File: src/rtl/unidad_fetch.sv
// unidad_fetch: instruction-fetch stage with PC, return-address stack
// and RUN/HALT control ahead of the control unit.
module unidad_fetch #(
  parameter int PC_W    = 10,
  parameter int INSTR_W = 16,
  parameter int DEPTH   = 4,
  localparam int SP_W   = $clog2(DEPTH + 1)
) (
  input  logic               reloj,
  input  logic               reset,
  input  logic [INSTR_W-1:0] instr,
  input  logic               s_inc,
  input  logic               call,
  input  logic               ret,
  input  logic               halt,
  output logic [PC_W-1:0]    pc,
  output logic [5:0]         opcode,
  output logic [SP_W-1:0]    sp,
  output logic               halted,
  output logic               stack_ovf,
  output logic               stack_udf
);

  typedef enum logic {
    RUN,
    HALT
  } state_t;

  state_t            state_q, state_d;
  logic [PC_W-1:0]   pc_q, pc_d;
  logic [SP_W-1:0]   sp_q, sp_d;
  logic              ovf_q, ovf_d;
  logic              udf_q, udf_d;
  logic [PC_W-1:0]   stk_q [DEPTH];
  logic              push;
  logic [PC_W-1:0]   inc;
  logic [PC_W-1:0]   target;
  logic [PC_W-1:0]   top;

  assign inc    = pc_q + PC_W'(1);
  assign target = instr[PC_W-1:0];

  // Most recent push lives at index sp-1.
  always_comb begin
    top = '0;
    for (int i = 0; i < DEPTH; i++) begin
      if (sp_q == SP_W'(i + 1)) top = stk_q[i];
    end
  end

  // Next-state: halt > ret > call > s_inc while running.
  always_comb begin
    state_d = state_q;
    pc_d    = pc_q;
    sp_d    = sp_q;
    ovf_d   = ovf_q;
    udf_d   = udf_q;
    push    = 1'b0;
    if (state_q == RUN) begin
      if (halt) begin
        state_d = HALT;
      end else if (ret) begin
        if (sp_q != '0) begin
          pc_d = top;
          sp_d = sp_q - SP_W'(1);
        end else begin
          pc_d  = inc;
          udf_d = 1'b1;
        end
      end else if (call) begin
        pc_d = target;
        if (sp_q != SP_W'(DEPTH)) begin
          push = 1'b1;
          sp_d = sp_q + SP_W'(1);
        end else begin
          ovf_d = 1'b1;
        end
      end else if (s_inc) begin
        pc_d = inc;
      end else begin
        pc_d = target;
      end
    end
  end

  // State, PC, flags and stack registers.
  always_ff @(posedge reloj) begin
    if (reset) begin
      state_q <= RUN;
      pc_q    <= '0;
      sp_q    <= '0;
      ovf_q   <= 1'b0;
      udf_q   <= 1'b0;
      for (int i = 0; i < DEPTH; i++) stk_q[i] <= '0;
    end else begin
      state_q <= state_d;
      pc_q    <= pc_d;
      sp_q    <= sp_d;
      ovf_q   <= ovf_d;
      udf_q   <= udf_d;
      for (int i = 0; i < DEPTH; i++) begin
        if (push && sp_q == SP_W'(i)) stk_q[i] <= inc;
      end
    end
  end

  assign pc        = pc_q;
  assign opcode    = instr[INSTR_W-1 -: 6];
  assign sp        = sp_q;
  assign halted    = (state_q == HALT);
  assign stack_ovf = ovf_q;
  assign stack_udf = udf_q;

endmodule

File: config.mk
export PLATFORM = sky130hd
export DESIGN_NAME = unidad_fetch
export DESIGN_NICKNAME = d
export VERILOG_FILES = /design/src/rtl/unidad_fetch.sv
export SDC_FILE = /design/constraint.sdc
export NUM_CORES = 1
export LEC_CHECK = 0
export ABC_AREA = 1
export BUFFER_PORTS_ARGS = -buffer_cell sky130_fd_sc_hd__buf_4
export CAP_MARGIN = 30
export CORE_MARGIN = 2
export CORE_UTILIZATION = 30
export CTS_CLUSTER_SIZE = 20
export DETAILED_ROUTE_END_ITERATION = 16
export MAX_ROUTING_LAYER = met4
export SYNTH_ARGS = -nofsm -noshare
export SYNTH_HDL_FRONTEND = slang
export SYNTH_SLANG_ARGS = --single-unit
File: constraint.sdc
create_clock -name reloj -period 3.11 [get_ports reloj]
set_input_delay 0.311 -clock reloj [delete_from_list [all_inputs] [get_ports reloj]]
set_output_delay 0.311 -clock reloj [all_outputs]
set_load 0.1 [all_outputs]
# Word-level counts from Yosys, hierarchy flattened
# Memories as Yosys holds them, arrays and structs flattened.
# Cells that the tools add are included.
# classes
shifts,0
reduce_logical,12
n_div,0
bitwise_logic,9
n_mul,0
n_mux,37
magnitude_cmp,0
n_eq_ne,6
add_sub_neg,3
# ops
cell,count
10-bit two-way mux,12
1-bit two-way mux,21
3-bit two-way mux,4
10-bit by 1-bit adder with 10-bit output (second input constant),1
5-bit AND reduction,2
3-bit by 2-bit equality test with 1-bit output (second input constant),2
1-bit NOT,5
1-bit logical AND,4
1-bit bitwise OR,4
4-bit AND reduction,1
2-bit nonzero test,2
3-bit by 1-bit adder with 3-bit output (second input constant),1
3-bit by 1-bit equality test with 1-bit output (second input constant),1
3-bit equality test (second input constant),1
3-bit logical NOT,1
3-bit inequality test (second input constant),1
3-bit nonzero test,1
3-bit by 1-bit subtractor with 3-bit output (second input constant),1
2-bit by 1-bit inequality test with 1-bit output (second input constant),1
2-bit AND reduction,1
# word_totals
mem_count,1
romBits,0
latch_bits,0
out_inout_bits,22
inputBits,22
ramBits,40
regBits,16
wordCells,73
# memory_table
name,depth,word_bits,rd,rd_ports_with_merged_regs,wr,line,source
stk_q,4,10,4,0,4,34,logic [PC_W-1:0] stk_q [DEPTH];

# Longest topological paths before layout
# logic_depth
word_depth,11
mapped_depth,12
ltp_nobuf,12

# Least setup slack after synthesis
# No wires, ideal clock.
# synth_path
path_kind,register to register
from,reg sp_q[0] (netlist: sp[0])
to,mem stk_q[0][0] (enable)
path_slack_ps,340
path_buffers,0
arrival_ps,2431
stages_incl_launch_ff,8
setup_ps,340
path_cell_list,dfxtp_1 -> inv_1 -> ha_1 -> nand2_1 -> inv_1 -> nor4_4 -> nand2_1 -> nand2_1
# synth_lines
element,line,source
start: declaration,31,"logic [SP_W-1:0] sp_q, sp_d;"
start signal: assignment,98,sp_q <= sp_d;
end: declaration,34,

==> report_table.html <==
<table>
<tr><th>Metric</th><th>Value</th></tr>
<tr><th colspan="2">Clock tree</th></tr>
<tr><td>Post-CTS setup buffer count</td><td>0</td></tr>
<tr><td>CTS Buffer Depth</td><td>2</td></tr>
<tr><td>CTS tree</td><td>done</td></tr>
<tr><td>Count of cells resized by post-cts repair</td><td>0</td></tr>
<tr><td>Clock latency of the later-clocked register in the worst-skew pair</td><td>0.32 ns</td></tr>
<tr><td>Total number of H-tree levels</td><td>2</td></tr>
<tr><td>CTS buffer count</td><td>5</td></tr>
<tr><td>Cts-stage hold buffer count</td><td>0</td></tr>
<tr><td>Clock sink total</td><td>56</td></tr>
<tr><td>Cell chosen for the clock root</td><td>clkbuf_8</td></tr>
<tr><td>Post-CTS clock slew at the launch and capture registers of the worst setup and hold paths</td><td>0.11 ns</td></tr>
<tr><th colspan="2">Timing</th></tr>
<tr><td>RSZ-0062 raised after global routing</td><td>no</td></tr>
<tr><td>Number of pins with negative max-slew slack in the final report</td><td>0</td></tr>
<tr><td>Hold Violations, Final</td><td>0</td></tr>
<tr><td>Final clock skew</td><td>0.0125 ns</td></tr>
<tr><td>Pin slew with the least headroom to its limit</td><td>0.724 ns</td></tr>
<tr><td>Number of failing setup endpoints in the final timing report</td><td>0</td></tr>
<tr><td>Shortest clock period the worst path allows after layout</td><td>2.24 ns</td></tr>
<tr><td>Aggregate negative setup slack</td><td>0 ns</td></tr>
<tr><td>Max-Slew Margin vs Limit</td><td>51.7%</td></tr>
<tr><td>Fin crit share</td><td>72.1%</td></tr>
<tr><td>Fmax</td><td>0.446 GHz</td></tr>
<tr><th colspan="2">Worst hold path</th></tr>
<tr><td>Min-Delay Path Class</td><td>in -&gt; reg</td></tr>
<tr><th colspan="2">Synth</th></tr>
<tr><td>Warning count from the yosys run</td><td>0</td></tr>
<tr><td>Synth unique cells</td><td>26</td></tr>
<tr><td>Cell area after synthesis</td><td>3030 um^2</td></tr>
<tr><td>Share of synthesized registers carrying an async set or reset</td><td>0%</td></tr>
<tr><td>Synth area leader</td><td>edfxtp_1</td></tr>
<tr><td>Number of flops mapped to enable cells by yosys</td><td>40</td></tr>
<tr><td>Seq cells post-synth</td><td>56</td></tr>
<tr><td>Flip-flop cell with the highest count after synthesis</td><td>edfxtp_1</td></tr>
<tr><td>Post-synth top area share</td><td>39.6%</td></tr>
<tr><td>Top cells by area, synth</td><td>edfxtp_1 (40%), dfxtp_1 (11%), nand2_1 (10%), nor2_1 (9.8%), o21ai_0 (4.6%)</td></tr>
<tr><td>Mean Syn Cell Area</td><td>7.96 um^2</td></tr>
<tr><td>Sequential fraction of the synthesis area</td><td>50.1%</td></tr>
<tr><td>Synthesized Nets</td><td>410</td></tr>
<tr><td>Number of cells produced by synthesis</td><td>381</td></tr>
<tr><th colspan="2">Worst setup path</th></tr>
<tr><td>Critical Path Start Type</td><td>register</td></tr>
<tr><td>Worst path bufs/invs</td><td>1</td></tr>
<tr><td>Highest fanout seen on the critical path</td><td>19</td></tr>
<tr><td>CP cell instances</td><td>nor2_4 &gt; inv_1 &gt; nor4_4 &gt; nand2_1 &gt; nand2_1</td></tr>
<tr><td>Worst Path Arrival</td><td>2.22 ns</td></tr>
<tr><td>Most common cell on crit path</td><td>nand2_1</td></tr>
<tr><td>Setup crit end kind</td><td>register</td></tr>
<tr><td>Cell at the slowest stage of the critical path</td><td>nor4_4</td></tr>
<tr><td>Critical path class</td><td>reg -&gt; reg</td></tr>
<tr><td>WP data required</td><td>3.09 ns</td></tr>
<tr><td>CP delay by family, top</td><td>simple AND/OR/NAND/NOR gates</td></tr>
<tr><td>Slowest cell delay on critical path</td><td>0.48 ns</td></tr>
<tr><th colspan="2">Cells and area</th></tr>
<tr><td>Most frequent cells in the layout</td><td>nand2_1 (84), nor2_1 (79), edfxtp_1 (40)</td></tr>
<tr><td>Final net count</td><td>432</td></tr>
<tr><td>Most frequent standard cell in the layout excluding fill and tap cells</td><td>nand2_1</td></tr>
<tr><td>ANT cells</td><td>0</td></tr>
<tr><td>Area growth from synthesis to layout</td><td>14.4%</td></tr>
<tr><td>Share of final-layout standard cells stronger than drive strength 1</td><td>11.6%</td></tr>
<tr><th colspan="2">Route</th></tr>
<tr><td>Via-per-instance ratio</td><td>4.83</td></tr>
<tr><td>DR pass1 iterations</td><td>5</td></tr>
<tr><td>Final WL</td><td>7640 um</td></tr>
<tr><td>Number of DRC markers after the initial detailed-route iteration</td><td>162</td></tr>
<tr><td>Remaining routing DRC violations</td><td>0</td></tr>
<tr><td>DR vias</td><td>2592</td></tr>
<tr><td>Per-cell routed wire length</td><td>14.2 um</td></tr>
<tr><td>Post-route antenna net violation count</td><td>0</td></tr>
<tr><th colspan="2">Power</th></tr>
<tr><td>Proportion of power drawn by flip-flops and latches</td><td>50.0%</td></tr>
<tr><td>Power share of the combinational group</td><td>21.8%</td></tr>
<tr><td>Power density over the cells</td><td>496 nW/um^2</td></tr>
<tr><td>VDD IR-drop max</td><td>218 uV</td></tr>
<tr><td>Internal power of the cells</td><td>0.00116 W</td></tr>
<tr><td>Net switching fraction of the power</td><td>32.4%</td></tr>
<tr><td>Leakage Power</td><td>1.47 nW</td></tr>
<tr><td>Final Power</td><td>0.00172 W</td></tr>
<tr><td>Share of power burned in the clock network</td><td>28.2%</td></tr>
<tr><td>Net switching component of the power</td><td>0.000558 W</td></tr>
<tr><th colspan="2">Global route</th></tr>
<tr><td>Maximum number of pins on one net before global-route repair</td><td>21</td></tr>
<tr><td>Aggregate global-route resource usage</td><td>14.7%</td></tr>
<tr><td>Met1 usage</td><td>18.6%</td></tr>
<tr><td>First-pass GRT wire length</td><td>12400 um</td></tr>
<tr><td>Most crowded layer after global routing</td><td>met2</td></tr>
<tr><td>Total congestion overflow</td><td>0</td></tr>
<tr><td>Met2 Usage GRT</td><td>24.9%</td></tr>
<tr><td>Vias in the first global route</td><td>2439</td></tr>
<tr><td>Fraction of met3 tracks used by global routing</td><td>2.06%</td></tr>
<tr><td>Initial antenna violation count</td><td>0</td></tr>
<tr><th colspan="2">Floorplan</th></tr>
<tr><td>Die Y</td><td>105 um</td></tr>
<tr><td>Die Span X</td><td>105 um</td></tr>
<tr><td>Std-Cell Rows</td><td>36</td></tr>
<tr><td>Initial Util</td><td>31.0%</td></tr>
<tr><td>Top Ports</td><td>44</td></tr>
<tr><td>Die Footprint</td><td>10900 um^2</td></tr>
<tr><td>Core ar.</td><td>9770 um^2</td></tr>
<tr><th colspan="2">Place</th></tr>
<tr><td>Count of input and output buffers</td><td>31</td></tr>
<tr><td>Placed wire-length estimate</td><td>5610 um</td></tr>
<tr><td>Final weighted congestion in routability-driven placement</td><td>0.826</td></tr>
<tr><th colspan="2">Run</th></tr>
<tr><td>Maximum Capacitance Violations</td><td>0</td></tr>
<tr><th colspan="2">Status</th></tr>
<tr><td>Result of the run</td><td>finished clean</td></tr>
</table>
[through the flow]
stage / instances / setup WS [ns] / area [um^2] / hold WS [ns] / util (%)
after CTS: 537 / 0.869 / 3470 / 0.228 / 35.5
after global routing: 537 / 0.643 / 3470 / 0.229 / 35.5
after global placement: 529 / 0.904 / 3360 / 0.452 / 34.4
after detailed placement: 529 / 0.828 / 3360 / 0.465 / 34.4
final: 537 / 0.868 / 3470 / 0.227 / 35.5
after floorplan: 381 / 0.340 / 3030 / 0.555 / -
[power groups by stage]
| stage | clock network (W) | registers, W | logic, W |
|---|---|---|---|
| floorplan | 0 | 0.000989 | 0.000196 |
| global placement | 0 | 0.000877 | 0.000375 |
| detailed placement | 0 | 0.000879 | 0.000376 |
| CTS | 0.000495 | 0.000861 | 0.000378 |
| global route | 0.000514 | 0.000866 | 0.000410 |
| finish | 0.000485 | 0.000862 | 0.000375 |
[state kept, by name, summed over array words and instances, names as in the netlist]
name       count
stack_udf      1
stk_q         40
halted         1
sp             3
stack_ovf      1
pc            10
[cell families (layout without fill, tap and decap cells)]
logic type	count (synthesis)	in the layout	share of synthesized area, %
compound gates	51	51	8.54
xor+xnor	5	5	1.44
fa+ha+maj	7	7	2.89
buf+inv	56	79	7.71
flops	56	56	50.1
mux	1	1	0.330
simple gates	205	205	28.9
[synthesized netlist by cell type (2+ instances only)]
cell	n
o21ai_0	28
edfxtp_1	40
inv_1	35
xor2_1	4
nand3_2	4
nand3b_1	2
ha_1	7
nand2_1	84
a21oi_1	21
and2_1	2
buf_1	2
nand4_1	5
clkinv_1	2
dfxtp_1	16
nor2_1	79
buf_4	6
nand3_1	26
clkbuf_1	10
[per-layer routing]
| layer | part of all wire (%) | vias to the layer above |
|---|---|---|
| met1 | 44 | 1222 |
| met4 | 1.1 | 0 |
| met3 | 5.6 | 9 |
| met5 | 0 | - |
| met2 | 49 | 84 |
| li1 | - | 1277 |
[area by class of cell]
class | count | area (um^2)
multi-input combinational | 269 | 1280
clock inverter | 3 | 42.5
fill | 1049 | 6300
inverter | 37 | 139
tap | 133 | 166
timing repair buffer | 34 | 255
sequential | 56 | 1520
clock buffer | 5 | 68.8
[path summary, 6_finish.rpt]
kind	startpoint	end	slack (ns)	cells past startpoint
min reg2reg	stack_ovf	stack_ovf	0.48	2
min	reset	stack_ovf	0.23	2
max reg2reg	halted	stk_q[1][6]	0.87	5
max	halted	stk_q[1][6]	0.87	5
(Power assumes the default switching activity.)
